### src/rtl/uart_tx.sv
// UART transmitter: serialises a byte as start, LSB-first data, optional parity and stop bits,
// each bit lasting Prescale CLK cycles.
module uart_tx #(
    parameter int DATA_WIDTH     = 8,
    parameter int PRESCALE_WIDTH = 6
) (
    input  logic                      CLK,
    input  logic                      RST,
    input  logic [DATA_WIDTH-1:0]     P_DATA,
    input  logic                      Data_Valid,
    input  logic                      PAR_EN,
    input  logic                      PAR_TYP,
    input  logic [PRESCALE_WIDTH-1:0] Prescale,
    output logic                      TX_OUT,
    output logic                      busy
);

    localparam int BCW = $clog2(DATA_WIDTH) + 1;

    typedef enum logic [2:0] {StIdle, StStart, StData, StParity, StStop} state_e;

    state_e                    state_q;
    logic [PRESCALE_WIDTH-1:0] edge_cnt_q;
    logic [PRESCALE_WIDTH-1:0] prescale_q;
    logic [BCW-1:0]            bit_cnt_q;
    logic [DATA_WIDTH-1:0]     shreg_q;
    logic [DATA_WIDTH-1:0]     shreg_shift;
    logic                      par_en_q;
    logic                      par_bit_q;
    logic                      bit_done;

    assign bit_done    = (edge_cnt_q == prescale_q - PRESCALE_WIDTH'(1));
    assign shreg_shift = shreg_q >> 1;

    always_ff @(posedge CLK or posedge RST) begin
        if (RST) begin
            state_q    <= StIdle;
            edge_cnt_q <= '0;
            prescale_q <= '0;
            bit_cnt_q  <= '0;
            shreg_q    <= '0;
            par_en_q   <= 1'b0;
            par_bit_q  <= 1'b0;
            TX_OUT     <= 1'b1;
            busy       <= 1'b0;
        end else if (state_q == StIdle) begin
            TX_OUT <= 1'b1;
            busy   <= 1'b0;
            if (Data_Valid) begin
                // Parity is resolved at acceptance since the shift register is consumed in flight.
                shreg_q    <= P_DATA;
                par_en_q   <= PAR_EN;
                par_bit_q  <= (^P_DATA) ^ PAR_TYP;
                prescale_q <= (Prescale == '0) ? PRESCALE_WIDTH'(1) : Prescale;
                edge_cnt_q <= '0;
                state_q    <= StStart;
                TX_OUT     <= 1'b0;
                busy       <= 1'b1;
            end
        end else if (!bit_done) begin
            edge_cnt_q <= edge_cnt_q + PRESCALE_WIDTH'(1);
        end else begin
            edge_cnt_q <= '0;
            unique case (state_q)
                StStart: begin
                    state_q   <= StData;
                    bit_cnt_q <= '0;
                    TX_OUT    <= shreg_q[0];
                end
                StData: begin
                    if (bit_cnt_q == BCW'(DATA_WIDTH - 1)) begin
                        state_q <= par_en_q ? StParity : StStop;
                        TX_OUT  <= par_en_q ? par_bit_q : 1'b1;
                    end else begin
                        bit_cnt_q <= bit_cnt_q + BCW'(1);
                        shreg_q   <= shreg_shift;
                        TX_OUT    <= shreg_shift[0];
                    end
                end
                StParity: begin
                    state_q <= StStop;
                    TX_OUT  <= 1'b1;
                end
                default: begin
                    state_q <= StIdle;
                    TX_OUT  <= 1'b1;
                    busy    <= 1'b0;
                end
            endcase
        end
    end

endmodule
### config.mk
export PLATFORM = sky130hd
export DESIGN_NAME = uart_tx
export DESIGN_NICKNAME = d
export VERILOG_FILES = /design/src/rtl/uart_tx.sv
export SDC_FILE = /design/constraint.sdc
export NUM_CORES = 1
export LEC_CHECK = 0
export CORE_MARGIN = 1
export CORE_UTILIZATION = 40
export CTS_BUF_LIST = sky130_fd_sc_hd__clkbuf_4
export CTS_CLUSTER_DIAMETER = 100
export DETAILED_ROUTE_END_ITERATION = 8
export GPL_TIMING_DRIVEN = 0
export PLACE_DENSITY_LB_ADDON = 0.12
export SLEW_MARGIN = 20
export SYNTH_ARGS = -nofsm -noshare
export SYNTH_HDL_FRONTEND = slang
export SYNTH_SLANG_ARGS = --single-unit
### constraint.sdc
create_clock -name CLK -period 3 [get_ports CLK]
set_input_delay 0.45 -clock CLK [delete_from_list [all_inputs] [get_ports CLK]]
set_output_delay 0.45 -clock CLK [all_outputs]
set_load 0.01 [all_outputs]
==> results.py, run 1 <==
metrics = {
    "global_route": {
        "grtUsageMet1": 0.283,
        "gr-max-usage-layer": "met2",
        "antenna_found_initial": 0,
        "met2_usage": 0.309,
        "grt-ovfl-total": 0,
        "grt_pass1_wl_um": 7980,
        "grt_usage": 0.205,
        "grt_pass1_vias": 1632,
        "grt_max_degree": 32,
        "grt_util_met3": 0.0456,
    },
    "clock_network": {
        "cts_tree": "built",
        "cts_resized": 0,
        "clkTransAtPathRegs_ns": 0.11,
        "cts_made_buffers": 5,
        "ctsHoldBuffers": 0,
        "clock_sinks": 31,
        "clock_path_buffers": 2,
        "cts-root-buf": "clkbuf_4",
        "clk_latency_ns": 0.35,
        "cts_max_level": 2,
        "postCtsSetupBuffers": 0,
    },
    "synth": {
        "yosysWarnings": 0,
        "syn_inst": 207,
        "netlist_area_um2": 1910,
        "ys_seq_elements": 31,
        "async_flop_share": 1.00,
        "synth_area_per_cell_um2": 9.23,
        "synth-edff-count": 0,
        "synth_top_flop_cell": "dfrtp_1",
        "synth_cell_types": 47,
        "seq_area_frac_synth": 0.407,
        "syn_nets": 229,
    },
    "worst_setup_path": {
        "rr_worst_depth": 6,
        "r2r-start": "state_q[2]",
        "arrival_ns": 2.78,
        "required_ns": 3.21,
        "crit_end": "prescale_q[0]",
        "path_class": "register to register",
        "crit_path_top_delay_cell": "nor3_1",
        "crit_path_max_fanout": 10,
        "worstReg2RegEnd": "prescale_q[0]",
        "cp-end-kind": "register",
        "worstSetupStartpoint": "state_q[2]",
        "slowest_delay_ns": 0.71,
        "crit_path_start_kind": "register",
        "r2r_setup_slack_ns": 0.43,
        "path_cells": "clkbuf_1 > nor3_1 > nand2_1 > clkbuf_1 > nor3_1 > a21oi_1",
    },
    "route": {
        "vias": 1679,
        "wl_per_cell_um": 15.7,
        "drt_iter0_markers": 139,
        "first_pass_iters": 5,
        "vias_per_cell": 5.85,
        "drc": 0,
        "postRouteAntennaNets": 0,
        "drt-total-wl_um": 4500,
    },
    "floorplanning": {
        "num_io_pins": 21,
        "die_h_um": 71.1,
        "die_width_um": 71.1,
        "design.core.area_um2": 4470,
        "start_util": 0.427,
        "num_rows": 24,
        "dieArea_um2": 5060,
    },
    "final_layout": {
        "most-common-layout-cells": "30 x dfrtp_1, 20 x clkdlybuf4s50_1, 18 x nand2_1",
        "syn2layout_area_growth_pct": 16.6,
        "diodes": 0,
        "final_common_cell": "dfrtp_1",
        "layout-drive-gt1-share": 0.0936,
        "nets": 256,
    },
    "timing": {
        "tightest_slew_ns": 0.805,
        "period_needed_ns": 2.57,
        "setup-tns-final_ns": 0,
        "setup_violations": 0,
        "report.final.hold_viol_count": 0,
        "finClkSkew_ns": 0.0156,
        "finalMaxSlewViolations": 0,
        "period_share": 0.856,
        "maxSlewHeadroom": 0.459,
        "fmax_mhz": 389,
        "whs_ns": 0.501,
        "rsz0062_at_grt": "no",
    },
    "hold_path": {
        "hp-class": "input pin to async pin",
    },
    "place": {
        "place.gp.congestion": 0.759,
        "dp_hpwl_um": 3250,
        "port_buffers": 20,
    },
    "flow_run": {
        "maxCapViolCount": 0,
    },
    "power_and_ir_drop": {
        "p_leak_uw": 0.000848,
        "vdd_drop_max_mv": 0.431,
        "p_total_uw": 2240,
        "powerDensity_nw_per_um2": 1000,
    },
    "run_status": {
        "status": "complete, no violations",
    },
}
## metrics by stage
step	setup slack, ns	instance area, um2	std cells	util
finish	0.432	2230	287	0.498
global route	0.123	2230	287	0.498
CTS	0.439	2230	287	0.498
floorplan	0.759	1910	207	-
global placement	0.448	2180	279	0.486
detailed placement	0.441	2180	279	0.486
## cells by family after synthesis
family,Yosys count,share of synthesized area
AND/OR/NAND/NOR,81,0.227
AO/OA/AOI/OAI,55,0.200
flip-flops,31,0.407
XOR/XNOR,15,0.0688
buffers and inverters,14,0.0314
multiplexers,8,0.0465
adder cells (fa/ha/maj),3,0.0196
## registers in the layout, indices dropped and copies added (netlist names)
name	count
TX_OUT	1
par_en_q	1
par_bit_q	1
busy	1
edge_cnt_q	6
prescale_q	6
bit_cnt_q	4
shreg_q	8
state_q	3
## worst max-delay path, delay by kind of cell, from the launching register on
family / cells / cell delay, ns
AND/OR/NAND/NOR: 3 / 1.43
buffers and inverters: 2 / 0.56
flip-flops: 1 / 0.39
AO/OA/AOI/OAI: 1 / 0.06
## final cells by class
type | instances | area, um2
clock inverters | 2 | 7.51
flip-flops and latches | 31 | 777
inverters | 6 | 22.5
plain buffers | 8 | 37.5
clock buffers | 6 | 45.0
well taps | 52 | 65.1
multi-input cells | 162 | 1070
fillers | 402 | 2250
repair buffers | 20 | 200
## power by group
part / total, uW / switching (uW) / leakage (uW) / internal, uW
clock: 251 / 155 / 0.0000307 / 95.7
combinational: 1170 / 690 / 0.000458 / 480
sequential: 815 / 200 / 0.000359 / 615
## worst min path at each step
stage               from    endpoint  slack [ns]  cells past startpoint
2_1_floorplan  par_bit_q   par_bit_q        0.44                      2
3_3_place_gp   par_bit_q   par_bit_q        0.48                      2
3_5_place_dp   par_bit_q   par_bit_q        0.48                      2
4_1_cts        par_bit_q   par_bit_q        0.51                      2
5_1_grt        par_bit_q   par_bit_q        0.56                      2
6_report             RST  shreg_q[0]        0.50                      2
## metal layers
layer  share of wire  up-vias  routed length [um]
met2            0.43       57                1950
li1                -      811                   -
met4           0.019        0                  85
met5               0        -                   0
met1            0.48      801                2170
met3           0.065       10                 293
## synthesized netlist by cell type (all sizes together) (2+ instances only)
master,number,area [um2]
a211oi,3,27.5
a21oi,15,75.1
and3,2,12.5
buf,2,15.0
clkbuf,6,22.5
dfrtp,30,751
ha,3,37.5
inv,6,22.5
mux2,7,78.8
nand2,18,67.6
nand2b,17,106
nand3,5,25.0
nand3b,2,15.0
nand4,2,12.5
nor2,7,26.3
nor3,12,60.1
nor4,7,43.8
o211ai,3,22.5
o21ai,14,73.8
o221ai,2,17.5
o22ai,7,43.8
or3,3,23.8
or4,2,15.0
xnor2,10,87.6
xor2,5,43.8
Note: power is estimated with default switching activity, not from simulation.
==> run 2, diff against run 1 <==
--- a/config.mk
+++ b/config.mk
@@ -5,6 +5,8 @@
 export SDC_FILE = /design/constraint.sdc
 export NUM_CORES = 1
 export LEC_CHECK = 0
+export ABC_CLOCK_PERIOD_IN_PS = 2560
+export CORE_ASPECT_RATIO = 1.75
 export CORE_MARGIN = 1
 export CORE_UTILIZATION = 40
 export CTS_BUF_LIST = sky130_fd_sc_hd__clkbuf_4
==> constraint.sdc (replaced) <==
create_clock -name CLK -period 2.56 [get_ports CLK]
set_input_delay 0.384 -clock CLK [delete_from_list [all_inputs] [get_ports CLK]]
set_output_delay 0.384 -clock CLK [all_outputs]
set_load 0.01 [all_outputs]
==> run 2 against run 1 <==
  * Clock power is 53% higher
  * Worst setup slack worse by 0.31 ns
  * First-iteration DRC count is 73% lower
  * Non-clock buffer count is 1 higher
  * Global-route usage is 0.99 points higher
  * Final area is 2.2% higher
  * Via count is 0.71% lower
  * Sequential power is 18% higher
  * Sequential share of layout area is 0.75 points lower
  * Critical endpoint is now shreg_q[0]
  * Highest routed layer unchanged
==> results.py, run 2 (synthesized netlist as in run 1, its figures left out) <==
metrics = {
    "run_status": {
        "status": "complete, no violations",
    },
    "clock_network": {
        "clock_sinks": 31,
        "clock_path_buffers": 2,
        "clk_latency_ns": 0.34,
        "cts_max_level": 2,
        "cts-root-buf": "clkbuf_4",
        "clkTransAtPathRegs_ns": 0.11,
        "ctsHoldBuffers": 0,
        "cts_tree": "built",
        "cts_made_buffers": 5,
    },
    "floorplanning": {
        "design.core.area_um2": 4480,
        "num_rows": 32,
        "num_io_pins": 21,
        "start_util": 0.426,
        "die_width_um": 54.2,
        "die_h_um": 93.4,
        "dieArea_um2": 5070,
    },
    "place": {
        "port_buffers": 20,
        "post-place-cells": 278,
        "dp_hpwl_um": 3430,
        "pre_cts_ws_ns": -0.0214,
        "place_area_um2": 2170,
        "place.gp.congestion": 0.807,
    },
    "timing": {
        "finClkSkew_ns": 0.0106,
        "setup_violations": 0,
        "report.final.hold_viol_count": 0,
        "setup_ws_ns": 0.119,
        "period_share": 0.954,
        "rsz0062_at_grt": "no",
        "period_needed_ns": 2.44,
        "setup-tns-final_ns": 0,
        "fmax_mhz": 410,
        "maxSlewHeadroom": 0.553,
        "finalMaxSlewViolations": 0,
        "tightest_slew_ns": 0.670,
    },
    "worst_setup_path": {
        "crit_path_max_fanout": 10,
        "arrival_ns": 2.65,
        "critical_path_depth": 6,
        "crit_path_start_kind": "register",
        "required_ns": 2.77,
        "worstReg2RegEnd": "shreg_q[0]",
        "cp-end-kind": "register",
        "slowest_delay_ns": 0.56,
        "path_cells": "or4_1 > or3_4 > a211o_4 > buf_6 > nor4_1 > nor3_1",
        "path_buf_inv": 1,
        "crit_path_top_delay_cell": "or4_1",
        "r2r_setup_slack_ns": 0.12,
        "rr_worst_depth": 6,
        "r2r-start": "prescale_q[1]",
        "path_class": "register to register",
        "cp_top_family": "simple AND/OR/NAND/NOR gates",
    },
    "power_and_ir_drop": {
        "vdd_drop_max_mv": 0.611,
        "p_leak_uw": 0.000871,
        "p_int_uw": 1500,
        "p_clk_frac": 0.137,
        "p_sw_uw": 1300,
        "powerDensity_nw_per_um2": 1230,
        "pwr-share-comb": 0.519,
        "seq_power_share": 0.345,
        "p_sw_frac": 0.463,
    },
    "global_route": {
        "grt_pass1_vias": 1632,
        "grt_usage": 0.214,
        "grt_pass1_wl_um": 7800,
        "grt-ovfl-total": 0,
        "grt_max_degree": 32,
        "antenna_found_initial": 0,
    },
    "final_layout": {
        "diodes": 0,
        "nets": 257,
        "seqCellArea_um2": 777,
        "most-common-layout-cells": "30 x dfrtp_1, 20 x clkdlybuf4s50_1, 18 x nand2_1",
        "layout-drive-gt1-share": 0.114,
        "reg.largest.list": "shreg_q x8, edge_cnt_q x6, prescale_q x6",
        "final_area_um2": 2280,
        "multiInputGateArea_um2": 1090,
        "syn2layout_area_growth_pct": 19.2,
        "regMostFlops": "shreg_q",
        "final.fill_count": 441,
        "final_common_cell": "dfrtp_1",
        "largest_reg_flops": 8,
        "final_cells": 287,
    },
    "route": {
        "drt_iter0_markers": 37,
        "first_pass_iters": 4,
        "vias_per_cell": 5.81,
        "drc": 0,
        "wl_per_cell_um": 16.5,
        "postRouteAntennaNets": 0,
        "drt-total-wl_um": 4740,
        "vias": 1667,
    },
    "flow_run": {
        "maxCapViolCount": 0,
    },
    "hold_path": {
        "hp-class": "input pin to async pin",
    },
}
-- run 2: per-layer routing --
metal,track usage,vias to the layer above,part of all wire
li1,-,819,-
met1,0.258,802,0.43
met2,0.352,36,0.51
met3,0.0341,10,0.037
met4,0.109,0,0.023
met5,0,-,0
-- run 2: worst max-delay path by stage --
stage | start | end | slack [ns]
floorplan | prescale_q[1] | shreg_q[0] | 0.32
finish | prescale_q[1] | shreg_q[0] | 0.12
detailed placement | prescale_q[0] | bit_cnt_q[3] | -0.02
CTS | prescale_q[1] | bit_cnt_q[0] | 0.03
global placement | prescale_q[0] | bit_cnt_q[3] | -0.03
global route | prescale_q[1] | bit_cnt_q[3] | 0.03
-- run 2: final cells by class --
class / instances / area share
clock buffer: 5 / 0.0165
clock inverter: 3 / 0.0170
buffer: 8 / 0.0170
multi-input combinational: 162 / 0.479
inverter: 6 / 0.00989
tap: 51 / 0.0280
timing repair buffer: 21 / 0.0912
sequential: 31 / 0.341
-- run 2: power groups by stage --
stage	registers [uW]	clock network, uW	logic [uW]
after floorplan	900	0	1060
after global placement	969	0	1370
after detailed placement	973	0	1390
after CTS	962	396	1400
after global routing	997	414	1610
final	965	383	1450
-- run 2: repair_timing --
action                                  4_1_cts  5_1_grt
buffers inserted                              0        1
endpoints found under the setup margin        1       15
pin swaps                                     0        1
gates resized for setup                       1        3
gates cloned                                  0        0
-- run 2: stage by stage --
stage	utilization	power (uW)	hold slack, ns
after floorplan	-	1960	0.441
after global placement	0.485	2340	0.473
after detailed placement	0.485	2360	0.479
after CTS	0.502	2760	0.467
after global routing	0.508	3020	0.502
final	0.508	2800	0.452
==> run 3, diff against run 2 <==
--- a/config.mk
+++ b/config.mk
@@ -14,7 +14,8 @@
 export DETAILED_ROUTE_END_ITERATION = 8
 export GPL_TIMING_DRIVEN = 0
 export PLACE_DENSITY_LB_ADDON = 0.12
-export SLEW_MARGIN = 20
+export SETUP_SLACK_MARGIN = 0.5
+export SLEW_MARGIN = 0
 export SYNTH_ARGS = -nofsm -noshare
 export SYNTH_HDL_FRONTEND = slang
 export SYNTH_SLANG_ARGS = --single-unit
==> run 3 against run 2 <==
  * Flip-flop and latch count is the same
  * Sequential power is 1% higher
  * Register-to-register slack improved by 0.13 ns
  * Global-route usage is 2.1 points higher
  * Critical path type unchanged
  * Largest power group unchanged
==> results.py, run 3 (synthesized netlist as in run 1, its figures left out) <==
metrics = {
    "run_status": {
        "status": "complete, no violations",
    },
    "route": {
        "vias": 1757,
        "drt-total-wl_um": 5210,
        "first_pass_iters": 5,
        "postRouteAntennaNets": 0,
        "drt_iter0_markers": 34,
        "wl_per_cell_um": 17.5,
        "vias_per_cell": 5.92,
        "drc": 0,
    },
    "floorplanning": {
        "die_width_um": 54.2,
        "num_io_pins": 21,
        "dieArea_um2": 5070,
        "num_rows": 32,
        "start_util": 0.426,
        "die_h_um": 93.4,
        "design.core.area_um2": 4480,
    },
    "place": {
        "place.gp.congestion": 0.815,
        "pre_cts_ws_ns": -0.0655,
        "dp_hpwl_um": 3540,
        "port_buffers": 20,
        "place_area_um2": 2170,
    },
    "power_and_ir_drop": {
        "vdd_drop_max_mv": 0.871,
        "p_total_uw": 3260,
        "powerDensity_nw_per_um2": 1270,
        "p_leak_uw": 0.000996,
    },
    "timing": {
        "whs_ns": 0.274,
        "maxSlewHeadroom": 0.607,
        "fmax_mhz": 432,
        "setup_violations": 0,
        "tightest_slew_ns": 0.585,
        "period_needed_ns": 2.31,
        "period_share": 0.904,
        "finalMaxSlewViolations": 0,
        "setup_ws_ns": 0.247,
        "finClkSkew_ns": 0.0125,
        "rsz0062_at_grt": "yes",
        "report.final.hold_viol_count": 0,
    },
    "clock_network": {
        "clock_path_buffers": 2,
        "clk_latency_ns": 0.34,
        "clock_sinks": 31,
        "clkTransAtPathRegs_ns": 0.11,
        "cts_max_level": 2,
        "cts_tree": "built",
        "cts-root-buf": "clkbuf_4",
        "cts_made_buffers": 5,
    },
    "worst_setup_path": {
        "path_class": "register to register",
        "path_cells": "or4_4 > or3_4 > a211o_4 > buf_8 > o2111ai_2 > o221ai_1",
        "crit_path_start_kind": "register",
        "required_ns": 2.77,
        "slowest_delay_ns": 0.51,
        "r2r_setup_slack_ns": 0.25,
        "crit_path_max_fanout": 5,
        "arrival_ns": 2.52,
        "cp-end-kind": "register",
        "crit_path_top_delay_cell": "or4_4",
    },
    "final_layout": {
        "regMostFlops": "shreg_q",
        "most-common-layout-cells": "29 x dfrtp_1, 20 x clkdlybuf4s50_1, 17 x nand2b_1",
        "layout-drive-gt1-share": 0.240,
        "diodes": 0,
        "final_common_cell": "dfrtp_1",
        "nets": 267,
        "final_area_um2": 2570,
        "reg.largest.list": "shreg_q x8, edge_cnt_q x6, prescale_q x6",
        "largest_reg_flops": 8,
        "syn2layout_area_growth_pct": 34.3,
    },
    "global_route": {
        "antenna_found_initial": 0,
        "met2_usage": 0.399,
        "gr-max-usage-layer": "met2",
        "grt_pass1_vias": 1878,
        "grt-ovfl-total": 0,
        "grt_pass1_wl_um": 8490,
        "grt_usage": 0.235,
        "grt_max_degree": 32,
        "grtUsageMet1": 0.255,
        "grt_util_met3": 0.0488,
    },
    "hold_path": {
        "hp-class": "input pin to async pin",
    },
    "flow_run": {
        "maxCapViolCount": 0,
    },
}
run 3: worst paths after layout:
check	cells past startpoint	startpoint	endpoint
worst min register to register	2	par_bit_q	par_bit_q
worst min-delay path	2	RST	prescale_q[0]
worst max register to register	6	prescale_q[2]	edge_cnt_q[2]
worst max-delay path	6	prescale_q[2]	edge_cnt_q[2]
min in group CLK	2	par_bit_q	par_bit_q
max in group asynchronous	3	RST	shreg_q[7]
run 3: metrics by stage:
| stage | utilization | setup TNS (ns) | cells |
|---|---|---|---|
| after global placement | 0.485 | -0.0600 | 278 |
| after detailed placement | 0.485 | -0.0655 | 278 |
| after global routing | 0.572 | 0 | 297 |
| after CTS | 0.544 | 0 | 293 |
| final | 0.572 | 0 | 297 |
| after floorplan | - | 0 | 207 |
run 3: report_power, final:
| part | switching [uW] | internal, uW | total (uW) |
|---|---|---|---|
| registers | 257 | 722 | 978 |
| clock network | 177 | 112 | 289 |
| logic | 1150 | 845 | 1990 |
| total | 1580 | 1680 | 3260 |
run 3: cell type report:
type / instances / area, um2
multi-input combinational: 162 / 1260
sequential: 31 / 778
tap: 51 / 63.8
inverter: 6 / 22.5
clock inverter: 2 / 7.51
fill: 411 / 1920
buffer: 8 / 50.0
timing repair buffer: 31 / 339
clock buffer: 6 / 45.0
run 3: per-layer routing:
metal	wire length (um)	up-vias
met4	134	0
met1	1940	868
li1	-	840
met2	2960	41
met5	0	-
met3	173	8
run 3: worst max-delay path: cells and delay by family (launching register included):
kind            cells  cell delay, ns
compound gates      3            0.70
flops               1            0.42
buf+inv             1            0.17
simple gates        2            0.89
run 3: what timing repair did:
action	4_1_cts	5_1_grt
endpoints found under the setup margin	31	25
resized for setup	30	24
hold buffers	0	0
buffers inserted	6	3
cloned	1	0
pin swaps	18	19
